### src/rtl/mem_arbiter_if.sv
// Bus bundle between the fetch/data requesters, the arbiter and the memory.
// The arbiter sits on the slave side. The bench, or the requesters plus memory, sit on the master side.
interface mem_arbiter_if #(
  parameter int ADDR_W = 32,
  parameter int DATA_W = 32
);
  // fetch port
  logic              i_f_req;
  logic [ADDR_W-1:0] i_f_addr;
  logic              o_f_gnt;
  logic              o_f_rvalid;
  logic [DATA_W-1:0] o_f_rdata;

  // data port
  logic              i_d_req;
  logic              i_d_we;
  logic [ADDR_W-1:0] i_d_addr;
  logic [DATA_W-1:0] i_d_wdata;
  logic              o_d_gnt;
  logic              o_d_rvalid;
  logic [DATA_W-1:0] o_d_rdata;
  logic              o_d_err;

  // single-port memory side
  logic [ADDR_W-1:0] o_mem_addr;
  logic [DATA_W-1:0] o_mem_data_write;
  logic              o_mem_write_en;
  logic [DATA_W-1:0] i_mem_data;

  modport slave (
    input  i_f_req, i_f_addr,
    input  i_d_req, i_d_we, i_d_addr, i_d_wdata,
    input  i_mem_data,
    output o_f_gnt, o_f_rvalid, o_f_rdata,
    output o_d_gnt, o_d_rvalid, o_d_rdata, o_d_err,
    output o_mem_addr, o_mem_data_write, o_mem_write_en
  );

  modport master (
    output i_f_req, i_f_addr,
    output i_d_req, i_d_we, i_d_addr, i_d_wdata,
    output i_mem_data,
    input  o_f_gnt, o_f_rvalid, o_f_rdata,
    input  o_d_gnt, o_d_rvalid, o_d_rdata, o_d_err,
    input  o_mem_addr, o_mem_data_write, o_mem_write_en
  );
endinterface

### src/rtl/mem_arbiter.sv
// Two-port (fetch + data) arbiter in front of a single-port memory.
// The data port has priority. A fetch request that keeps losing is forced through after
// STARVE_MAX consecutive lost cycles. Read data comes back one cycle after the grant.
// The owner of that return is held in a small tag register.
//
// tag state | meaning
// ----------+---------------------------------------------
// TAG_NONE  | no read in flight, both rvalid low
// TAG_FETCH | fetch read granted last cycle, o_f_rvalid now
// TAG_DATA  | data read granted last cycle, o_d_rvalid now
module mem_arbiter #(
  parameter int ADDR_W     = 32,
  parameter int DATA_W     = 32,
  parameter int STARVE_MAX = 3
) (
  input  logic          i_clk,
  input  logic          i_reset,
  mem_arbiter_if.slave  bus
);

  typedef enum logic [1:0] {
    TAG_NONE  = 2'd0,
    TAG_FETCH = 2'd1,
    TAG_DATA  = 2'd2
  } tag_t;

  localparam logic [3:0] STARVE_LIM = 4'(STARVE_MAX);

  tag_t              tag;
  logic [3:0]        starve_cnt;
  logic [ADDR_W-1:0] addr_q;

  logic f_win;
  logic d_win;
  logic d_misaligned;
  logic wr_en;

  // Grants are combinational from the requests and the registered starve count. They are gated while reset is held.
  assign d_misaligned = (bus.i_d_addr[1:0] != 2'b00);
  assign f_win = !i_reset && bus.i_f_req && (!bus.i_d_req || (starve_cnt == STARVE_LIM));
  assign d_win = !i_reset && bus.i_d_req && !f_win;
  assign wr_en = d_win && bus.i_d_we && !d_misaligned;

  assign bus.o_f_gnt          = f_win;
  assign bus.o_d_gnt          = d_win;
  assign bus.o_d_err          = d_win && d_misaligned;
  assign bus.o_mem_write_en   = wr_en;
  assign bus.o_mem_data_write = wr_en ? bus.i_d_wdata : '0;
  assign bus.o_mem_addr       = f_win ? bus.i_f_addr : (d_win ? bus.i_d_addr : addr_q);

  assign bus.o_f_rvalid = (tag == TAG_FETCH);
  assign bus.o_d_rvalid = (tag == TAG_DATA);
  assign bus.o_f_rdata  = (tag == TAG_FETCH) ? bus.i_mem_data : '0;
  assign bus.o_d_rdata  = (tag == TAG_DATA)  ? bus.i_mem_data : '0;

  // Count consecutive cycles the fetch port asks and loses, saturating at the limit.
  always_ff @(posedge i_clk or posedge i_reset) begin
    if (i_reset) begin
      starve_cnt <= 4'd0;
    end else if (f_win || !bus.i_f_req) begin
      starve_cnt <= 4'd0;
    end else if (starve_cnt != STARVE_LIM) begin
      starve_cnt <= starve_cnt + 4'd1;
    end
  end

  // Remember the last granted address so the memory address holds steady through idle cycles.
  always_ff @(posedge i_clk or posedge i_reset) begin
    if (i_reset) begin
      addr_q <= '0;
    end else if (f_win) begin
      addr_q <= bus.i_f_addr;
    end else if (d_win) begin
      addr_q <= bus.i_d_addr;
    end
  end

  // Record which port owns next cycle's read data. Writes and rejected accesses return nothing.
  always_ff @(posedge i_clk or posedge i_reset) begin
    if (i_reset) begin
      tag <= TAG_NONE;
    end else if (f_win) begin
      tag <= TAG_FETCH;
    end else if (d_win && !bus.i_d_we && !d_misaligned) begin
      tag <= TAG_DATA;
    end else begin
      tag <= TAG_NONE;
    end
  end

endmodule

### src/flat_wrapper.sv
// flat-port wrapper written by rule: the top's interface ports become plain ports
module mem_arbiter_flat 
#(
  parameter int ADDR_W     = 32,
  parameter int DATA_W     = 32,
  parameter int STARVE_MAX = 3
)
  (i_clk, i_reset, bus_i_f_req, bus_i_f_addr, bus_i_d_req, bus_i_d_we, bus_i_d_addr, bus_i_d_wdata, bus_i_mem_data, bus_o_f_gnt, bus_o_f_rvalid, bus_o_f_rdata, bus_o_d_gnt, bus_o_d_rvalid, bus_o_d_rdata, bus_o_d_err, bus_o_mem_addr, bus_o_mem_data_write, bus_o_mem_write_en);
  mem_arbiter_if #(.ADDR_W(ADDR_W), .DATA_W(DATA_W)) bus_i ();
  input  logic i_clk;
  input  logic i_reset;
  input wire logic [$bits(bus_i.i_f_req)-1:0] bus_i_f_req;
  input wire logic [$bits(bus_i.i_f_addr)-1:0] bus_i_f_addr;
  input wire logic [$bits(bus_i.i_d_req)-1:0] bus_i_d_req;
  input wire logic [$bits(bus_i.i_d_we)-1:0] bus_i_d_we;
  input wire logic [$bits(bus_i.i_d_addr)-1:0] bus_i_d_addr;
  input wire logic [$bits(bus_i.i_d_wdata)-1:0] bus_i_d_wdata;
  input wire logic [$bits(bus_i.i_mem_data)-1:0] bus_i_mem_data;
  output wire logic [$bits(bus_i.o_f_gnt)-1:0] bus_o_f_gnt;
  output wire logic [$bits(bus_i.o_f_rvalid)-1:0] bus_o_f_rvalid;
  output wire logic [$bits(bus_i.o_f_rdata)-1:0] bus_o_f_rdata;
  output wire logic [$bits(bus_i.o_d_gnt)-1:0] bus_o_d_gnt;
  output wire logic [$bits(bus_i.o_d_rvalid)-1:0] bus_o_d_rvalid;
  output wire logic [$bits(bus_i.o_d_rdata)-1:0] bus_o_d_rdata;
  output wire logic [$bits(bus_i.o_d_err)-1:0] bus_o_d_err;
  output wire logic [$bits(bus_i.o_mem_addr)-1:0] bus_o_mem_addr;
  output wire logic [$bits(bus_i.o_mem_data_write)-1:0] bus_o_mem_data_write;
  output wire logic [$bits(bus_i.o_mem_write_en)-1:0] bus_o_mem_write_en;
  assign bus_i.i_f_req = bus_i_f_req;
  assign bus_i.i_f_addr = bus_i_f_addr;
  assign bus_i.i_d_req = bus_i_d_req;
  assign bus_i.i_d_we = bus_i_d_we;
  assign bus_i.i_d_addr = bus_i_d_addr;
  assign bus_i.i_d_wdata = bus_i_d_wdata;
  assign bus_i.i_mem_data = bus_i_mem_data;
  assign bus_o_f_gnt = bus_i.o_f_gnt;
  assign bus_o_f_rvalid = bus_i.o_f_rvalid;
  assign bus_o_f_rdata = bus_i.o_f_rdata;
  assign bus_o_d_gnt = bus_i.o_d_gnt;
  assign bus_o_d_rvalid = bus_i.o_d_rvalid;
  assign bus_o_d_rdata = bus_i.o_d_rdata;
  assign bus_o_d_err = bus_i.o_d_err;
  assign bus_o_mem_addr = bus_i.o_mem_addr;
  assign bus_o_mem_data_write = bus_i.o_mem_data_write;
  assign bus_o_mem_write_en = bus_i.o_mem_write_en;
  mem_arbiter #(.ADDR_W(ADDR_W), .DATA_W(DATA_W), .STARVE_MAX(STARVE_MAX)) u_core (.i_clk(i_clk), .i_reset(i_reset), .bus(bus_i));
endmodule
### config.mk
export PLATFORM = sky130hd
export DESIGN_NAME = mem_arbiter_flat
export DESIGN_NICKNAME = d
export VERILOG_FILES = /design/src/rtl/mem_arbiter_if.sv /design/src/rtl/mem_arbiter.sv /design/src/flat_wrapper.sv
export SDC_FILE = /design/constraint.sdc
export NUM_CORES = 1
export LEC_CHECK = 0
export CAP_MARGIN = 10
export CORE_AREA = 2 2 104 106
export CTS_CLUSTER_DIAMETER = 100
export CTS_CLUSTER_SIZE = 10
export DETAILED_ROUTE_END_ITERATION = 6
export DIE_AREA = 0 0 106 108
export GPL_TIMING_DRIVEN = 0
export HOLD_SLACK_MARGIN = 0.06
export PLACE_DENSITY = 0.73
export SYNTH_ARGS = -nofsm -noshare
export SYNTH_HDL_FRONTEND = slang
export SYNTH_SLANG_ARGS = --single-unit
### constraint.sdc
create_clock -name i_clk -period 2.2 [get_ports i_clk]
set_input_delay 0.44 -clock i_clk [delete_from_list [all_inputs] [get_ports i_clk]]
set_output_delay 0.44 -clock i_clk [all_outputs]
set_load 0.005 [all_outputs]
# Word-level counts from Yosys, hierarchy flattened
# Index checks and enable logic that the tools add are counted.
dict set report word_totals {
  regBits 38
  output_inout_bits 134
}
dict set report op_classes {
  add_sub_neg 1
  eq_ne 4
  mux 9
  reduce_logical 19
}
# op count
set ops {}
lappend ops {{$mux W32} 5}
lappend ops {{$logic_and A1 B1 Y1} 9}
lappend ops {{$mux W4} 2}
lappend ops {{$logic_not A1 Y1} 6}
lappend ops {{$add A4 B1 Y4 const B} 1}
lappend ops {{$eq A4 B2 Y1 const B} 1}
lappend ops {{$mux W2} 2}
lappend ops {{$ne A4 B2 Y1 const B} 1}
lappend ops {{$reduce_bool A2 Y1} 2}
lappend ops {{$eq A2 B1 Y1 const B} 1}
lappend ops {{$eq A2 B2 Y1 const B} 1}
lappend ops {{$logic_or A1 B1 Y1} 2}

# Logic depth before layout (Yosys ltp)
# Gate-level depths: netlist of the first run.
dict set report logic_depth {
  ltp_word 9
  depth_mapped 5
  depth_no_buf 4
}

# Worst setup path before layout of the first run
# OpenSTA, ideal clock, no wires.
dict set report synth_timing {
  path_type {reg2out}
  start {register u_core.starve_cnt[0]}
  end {output bus_o_mem_data_write[0]}
  arrival_ps 1625
  path_slack_ps 135
  path_stages_with_launch 6
  path_buffers 1
  path_cell_list {dfrtp_1 -> ha_1 -> nor3b_4 -> a2111oi_4 -> buf_6 -> and3_1}
}
dict set report synth_between {
  elab_chain_len 8
}
# element line_no
set synth_lines {}
lappend synth_lines {{start, declared} mem_arbiter.sv:30} ;# logic [3:0] starve_cnt;
lappend synth_lines {{start signal, assigned} mem_arbiter.sv:63} ;# starve_cnt <= starve_cnt + 4'd1;
lappend synth_lines {{$eq A4 B2 Y1} mem_arbiter.sv:40} ;# assign f_win = !i_reset && bus.i_f_req && (!bus.i_d_req || (starve_cnt == STARVE_LIM));
lappend synth_lines {{$logic_or A1 B1 Y1} mem_arbiter.sv:40}
lappend synth_lines {{$logic_and A1 B1 Y1} mem_arbiter.sv:40}
lappend synth_lines {{$logic_not A1 Y1} mem_arbiter.sv:41} ;# assign d_win = !i_reset && bus.i_d_req && !f_win;
lappend synth_lines {{$logic_and A1 B1 Y1} mem_arbiter.sv:41}
lappend synth_lines {{$logic_and A1 B1 Y1 (2 in series)} mem_arbiter.sv:42} ;# assign wr_en = d_win && bus.i_d_we && !d_misaligned;
lappend synth_lines {{$mux W32} mem_arbiter.sv:48} ;# assign bus.o_mem_data_write = wr_en ? bus.i_d_wdata : '0;
lappend synth_lines {{end, declared} flat_wrapper.sv:27} ;# output wire logic [$bits(bus_i.o_mem_data_write)-1:0] bus_o_mem_data_write;
# No other way between the ends.

# Worst setup path in the final report of the first run
dict set report layout_timing {
  start {register u_core.starve_cnt[0]}
  end {output bus_o_mem_data_write[5]}
}
# Same word-level chain as after synthesis.

==> results of run 1 <==
cells by family after synthesis:
group                    count (synthesis)  share of synthesized area [%]
buffers and inverters                   22                          5.122
XOR/XNOR                                 2                         0.6462
AO/OA/AOI/OAI                            4                          2.077
AND/OR/NAND/NOR                        109                          25.80
multiplexers                            66                          30.83
flip-flops                              38                          35.07
adder cells (fa/ha/maj)                  1                         0.4614
sequential cells by signal (all words and copies together) (netlist names):
| register | flops |
|---|---|
| u_core.tag | 2 |
| u_core.starve_cnt | 4 |
| u_core.addr_q | 32 |
per-layer routing:
layer | routed length (um) | vias up | GRT usage, %
li1 | - | 1500 | -
met1 | 4329 | 1511 | 19.89
met2 | 6459 | 150 | 36.31
met3 | 971 | 15 | 5.726
met4 | 140 | 0 | 3.477
met5 | 0 | - | 0
area by class of cell:
cell class                      instances  area [um^2]
Buffer                                 16        186.4
Multi-Input combinational cell        182         1747
Tap cell                              136        170.2
Timing Repair Buffer                  332         3378
Clock inverter                          1        30.03
Sequential cell                        38        950.9
Clock buffer                            6        82.58
Inverter                                3        13.76
Fill cell                             792         3672
worst paths after layout:
kind,startpoint,endpoint,depth (start not counted),slack (ps)
setup / recovery,u_core.starve_cnt[0],bus_o_mem_data_write[5],8,-280
hold / removal,i_reset,u_core.addr_q[23],2,460
setup reg to reg,u_core.starve_cnt[0],u_core.starve_cnt[1],7,350
hold reg to reg,u_core.addr_q[0],u_core.addr_q[0],2,630
max in group asynchronous,i_reset,u_core.tag[1],2,1220
min in group i_clk,u_core.addr_q[0],u_core.addr_q[0],2,630
power by group through the flow:
stage / registers [mW] / clock network, mW / logic, mW
floorplan: 0.838 / 0 / 0.397
global placement: 0.844 / 0 / 0.953
detailed placement: 0.849 / 0 / 0.971
CTS: 0.833 / 0.628 / 1.14
global route: 0.845 / 0.667 / 1.26
finish: 0.835 / 0.610 / 1.18
through the flow:
stage / TNS (ps) / setup WS (ps) / util, % / hold slack [ps]
after floorplan: 0 / 135.2 / - / 505.6
after global placement: -58450 / -858.2 / 54.19 / 598.1
after detailed placement: -57490 / -911.1 / 54.19 / 599.6
after CTS: -18030 / -372.6 / 60.51 / 528.0
after global routing: -20900 / -394.2 / 64.11 / 573.1
final: -13980 / -281.6 / 64.11 / 458.6
worst reg2reg max path: cells and delay by family, from the launching register on:
family        cells  cell delay (ps)
fa+ha+maj         1              190
buf+inv           3              380
flops             1              370
mux               1              310
simple gates      2              490
placed cells by master (no fill, tap or decap), drive strengths merged:
master         count
mux2              65
nor2b              3
a2111oi            1
inv                3
bufinv             1
clkbuf            12
mux2i              1
nand2b             1
o21ai              1
and3              36
dlygate4sd2       24
clkdlybuf4s50    134
a21oi              1
dlymetal6s2s      39
and2b              1
ha                 1
nand3              1
dfrtp             38
and2              65
clkdlybuf4s15      2
nor3b              1
bufbuf             1
xnor2              2
nand2              1
o21a               1
buf              142
what timing repair did:
action / CTS / global route
buffers inserted: 43 / 21
pin swaps: 3 / 8
resized for setup: 374 / 109
setup endpoints to repair: 132 / 109
cloned: 5 / 4
==> impl_metrics.tcl, run 1 <==
set metrics [dict create \
    min_period_over_period_pct 112.8 \
    switching_power_uw 626.1 \
    drt-initial-drc-count 120 \
    grt_antenna_before_repair 0 \
    die_y_um 108 \
    synthTopCellsByArea "sky130_fd_sc_hd__dfrtp_1, sky130_fd_sc_hd__mux2_2, sky130_fd_sc_hd__and2_1" \
    max_slew.worst_pin.slew_ps 830.7 \
    share_seq_of_total_power_pct 31.8 \
    p_int_mw 1.999 \
    overflow 0 \
    vdd_drop_max_v 0.0003239 \
    post_layout_nonfiller_instances 714 \
    grt_setup_unrepaired "yes" \
    design.die.area_mm2 0.01145 \
    setup_ws_final_ps -281.6 \
    first_pass_grt_wire_length_um 16870 \
    synthCells 242 \
    final_net_count 712 \
    clock_power_share_pct 23.3 \
    grt_start_max_net_pins 39 \
    worst_setup_path_end_kind "output port" \
    cp_cell_sequence "ha_2 > nor3b_4 > a2111oi_4 > buf_6 > buf_6 > buf_6 > and3_4 > buf_6" \
    required_ps 1760 \
    firstDrtPassIters 3 \
    ctsRootBufferMaster "sky130_fd_sc_hd__clkbuf_8" \
    synth.ff_latch_count 38 \
    drv_slew 0 \
    total_track_usage_pct 18.64 \
    critical_path.startpoint_type "flip-flop" \
    numClockSinks 38 \
    status "finished with violations" \
    gpl.final_weighted_congestion 0.6855 \
    avgRoutedWirePerCell_um 16.67 \
    slew-limit-headroom_pct 44.54 \
    worst_hold_class "in -> async" \
    grt_pass1_vias 3270 \
    power_density_mw_per_mm2 400.2 \
    syn_to_final_growth_pct 141.9 \
    post-route-min-period_ps 2482 \
    critical_path_class "reg -> out" \
    post_synth.cell_area_avg_um2 11.20 \
    failing_checks "setup timing" \
    rows 37 \
    synth_area_mm2 0.002711 \
    yosys.cell_count.top_type "sky130_fd_sc_hd__and2_1" \
    report.final.setup_viol 66 \
    design.core.area_mm2 0.01023 \
    max-clock-path-buffers 2 \
    totalPowerFinal_mw 2.625 \
    critical_path.most_common_cell "sky130_fd_sc_hd__buf_6" \
    synth.top_cell.area_share_pct 35.07 \
    finClkSkew_ps 6.543 \
    finish.instance_area_mm2 0.006559 \
    buffer_ports.inserted 266 \
    cts_tree "yes" \
    synth.largest_area_cell "sky130_fd_sc_hd__dfrtp_1" \
    worst_path_dominant_cell_family "buffers and inverters" \
    logic_pwr_share_pct 44.9 \
    cts.clk_slew.worst_paths_ps 80 \
    clock_insertion_delay_worst_skew_ps 290 \
    yosysSeqAreaShare_pct 35.07 \
    post_synth_most_frequent_cells "sky130_fd_sc_hd__and2_1, sky130_fd_sc_hd__mux2_2, sky130_fd_sc_hd__dfrtp_1" \
    tritoncts.num_buffers 5 \
    drt-vias-per-instance 4.448 \
    synth_ff_type "sky130_fd_sc_hd__dfrtp_1" \
    remaining_drc_errors 0 \
    leakage_nw 3.846 \
    hpwl_um 8589 \
    yosysWarnings 0 \
    async_reset_ff_share_pct 100.0 \
    worst_path_max_delay_cell "sky130_fd_sc_hd__dfrtp_1" \
    dpl-instance-area_mm2 0.005544 \
    detail_route.wirelength_um 11900 \
    power.switching_fraction_pct 23.85 \
    cp_data_arrival_time_ps 2040 \
    detailroute.via_count 3176 \
    maxCapViolations 0 \
    postRouteAntennaNets 0 \
    holdBufCountCts 0 \
    worstPathMaxFanout 7 \
    hold_violations 0 \
    place.detailed.instances 644 \
    path_buf_inv 4 \
    synth_cell_type_count 22 \
    die_width_um 106 \
    h-tree-depth 2 \
    mapped_nets 376 \
    max_clock_freq_ghz 0.4030 \
    pin_count 267 \
    synth-edff-count 0 \
    start_util_pct 26.50 \
    worst_stage_delay_on_the_critical_path_ps 400 \
    drive_above_1_share_pct 42.21 \
    antenna_cells 0 \
]
No activity file was read; power rests on OpenSTA's default activity.
==> run 2, diff against run 1 <==
- PLACE_DENSITY: 0.73 -> 0.75
==> run 2 against run 1 <==
Compared with the run above:
- the run still ends with setup timing left
- count of clock-buffer cells in the layout is 1 lower
- clock power is 20% higher
- core utilization is 0.56 points lower
- via count is 2.3% lower
- register-to-register slack worse by 40 ps
- maximum frequency is 0.63% lower
- cell count is 2.7% lower
==> impl_metrics.tcl, run 2 (same netlist as run 1, synthesis figures left out) <==
set metrics [dict create \
    drv_slew 0 \
    total_track_usage_pct 18.82 \
    cts.clk_slew.worst_paths_ps 80 \
    max-clock-path-buffers 2 \
    firstDrtPassIters 4 \
    final.setup.tns_ps -16220 \
    worstPathMaxFanout 7 \
    drt-initial-drc-count 171 \
    h-tree-depth 2 \
    remaining_drc_errors 0 \
    worst_setup_path_end_kind "output port" \
    report.final.setup_viol 67 \
    worst_hold_slack_ps 477.3 \
    p_int_mw 1.982 \
    share_seq_of_total_power_pct 31.8 \
    hold_violations 0 \
    post_layout_nonfiller_instances 695 \
    largest_register "u_core.addr_q" \
    rows 37 \
    ctsRootBufferMaster "sky130_fd_sc_hd__clkbuf_8" \
    first_pass_grt_wire_length_um 17020 \
    detailroute.via_count 3102 \
    grt_setup_unrepaired "yes" \
    largest_register_ffs 32 \
    critical_path.startpoint_type "flip-flop" \
    pre_cts_ws_ps -865.3 \
    slew-limit-headroom_pct 44.67 \
    hpwl_um 8536 \
    detail_route.wirelength_um 12150 \
    gpl.final_weighted_congestion 0.7704 \
    grt_start_max_net_pins 39 \
    start_util_pct 26.50 \
    failing_checks "setup timing" \
    numClockSinks 38 \
    worst_path_dominant_cell_family "buffers and inverters" \
    detailroute.wirelength.met3_um 1094 \
    drive_above_1_share_pct 42.93 \
    avgRoutedWirePerCell_um 17.48 \
    switching_power_uw 636.5 \
    biggestRegsByFlops "u_core.addr_q: 32 flops, u_core.starve_cnt: 4 flops, u_core.tag: 2 flops" \
    setup_ws_final_ps -297.5 \
    post-route-min-period_ps 2497 \
    design.die.area_mm2 0.01145 \
    status "finished with violations" \
    drt-vias-per-instance 4.463 \
    cp_data_arrival_time_ps 2060 \
    final_net_count 692 \
    path_buf_inv 4 \
    cp_cell_sequence "ha_2 > nor3b_4 > a2111oi_4 > buf_6 > buf_6 > buf_6 > and3_4 > buf_6" \
    min_period_over_period_pct 113.5 \
    wirelength_met1_um 4186 \
    finClkSkew_ps 9.391 \
    pin_count 267 \
    detailroute.wirelength.met2_um 6551 \
    finish.instance_area_mm2 0.006501 \
    layout.cells.most_common_list "sky130_fd_sc_hd__clkdlybuf4s50_1, sky130_fd_sc_hd__buf_6, sky130_fd_sc_hd__and2_1, sky130_fd_sc_hd__dlymetal6s2s_1" \
    max_clock_freq_ghz 0.4004 \
    power.switching_fraction_pct 24.31 \
    die_y_um 108 \
    required_ps 1760 \
    logic_pwr_share_pct 40.3 \
    postRouteAntennaNets 0 \
    timing.reg2reg.setup_slack_ps 310 \
    clock_power_share_pct 27.8 \
    design.core.area_mm2 0.01023 \
    vdd_drop_max_v 0.0003189 \
    critical_path.most_common_cell "sky130_fd_sc_hd__buf_6" \
    grt_pass1_vias 3198 \
    buffer_ports.inserted 266 \
    place.detailed.instances 644 \
    power_density_mw_per_mm2 402.8 \
    postLayoutCoreUtil_pct 63.54 \
    syn_to_final_growth_pct 139.8 \
    layout_commonest_cell "sky130_fd_sc_hd__clkdlybuf4s50_1" \
    grt_antenna_before_repair 0 \
    totalPowerFinal_mw 2.619 \
    antenna_cells 0 \
    highest-signal-layer "met4" \
    cts_tree "yes" \
    worst_path_max_delay_cell "sky130_fd_sc_hd__dfrtp_1" \
    overflow 0 \
    maxCapViolations 0 \
    tritoncts.num_buffers 5 \
    critical_path_class "reg -> out" \
    worst_hold_class "in -> async" \
    worst_stage_delay_on_the_critical_path_ps 410 \
    dpl-instance-area_mm2 0.005544 \
    clock_insertion_delay_worst_skew_ps 300 \
    die_width_um 106 \
    max_slew.worst_pin.slew_ps 828.7 \
    leakage_nw 3.729 \
]
-- run 2: what timing repair did --
item / in CTS / in global routing
endpoints found under the hold margin: 0 / 0
gates cloned: 3 / 6
setup buffers: 18 / 21
endpoints found under the setup margin: 131 / 106
resized for setup: 382 / 81
pin swaps: 24 / 4
hold buffers: 0 / 0
-- run 2: power groups by stage --
stage / combinational, mW / clock [mW] / sequential (mW)
final: 1.06 / 0.729 / 0.834
after global placement: 0.957 / 0 / 0.844
after detailed placement: 0.974 / 0 / 0.848
after floorplan: 0.397 / 0 / 0.838
after CTS: 1.03 / 0.754 / 0.835
after global routing: 1.13 / 0.793 / 0.845
-- run 2: path summary, 6_finish.rpt --
path	start	end	cells past startpoint
min reg2reg	u_core.addr_q[4]	u_core.addr_q[4]	2
max in group asynchronous	i_reset	u_core.addr_q[7]	2
max	u_core.starve_cnt[0]	bus_o_mem_data_write[1]	8
min in group i_clk	u_core.addr_q[4]	u_core.addr_q[4]	2
max reg2reg	u_core.starve_cnt[1]	u_core.starve_cnt[1]	7
min	i_reset	u_core.starve_cnt[3]	2
-- run 2: final cells by class --
type / instances / area (um^2)
Buffer: 17 / 211.5
Clock buffer: 5 / 68.82
Clock inverter: 3 / 68.82
Fill cell: 803 / 3730
Inverter: 3 / 13.76
Multi-Input combinational cell: 182 / 1805
Sequential cell: 38 / 950.9
Tap cell: 136 / 170.2
Timing Repair Buffer: 311 / 3212
-- run 2: per-layer routing --
| layer | GRT usage, % | vias to the layer above |
|---|---|---|
| li1 | - | 1458 |
| met1 | 19.86 | 1451 |
| met2 | 35.71 | 167 |
| met3 | 6.872 | 26 |
| met4 | 4.323 | 0 |
| met5 | 0 | - |
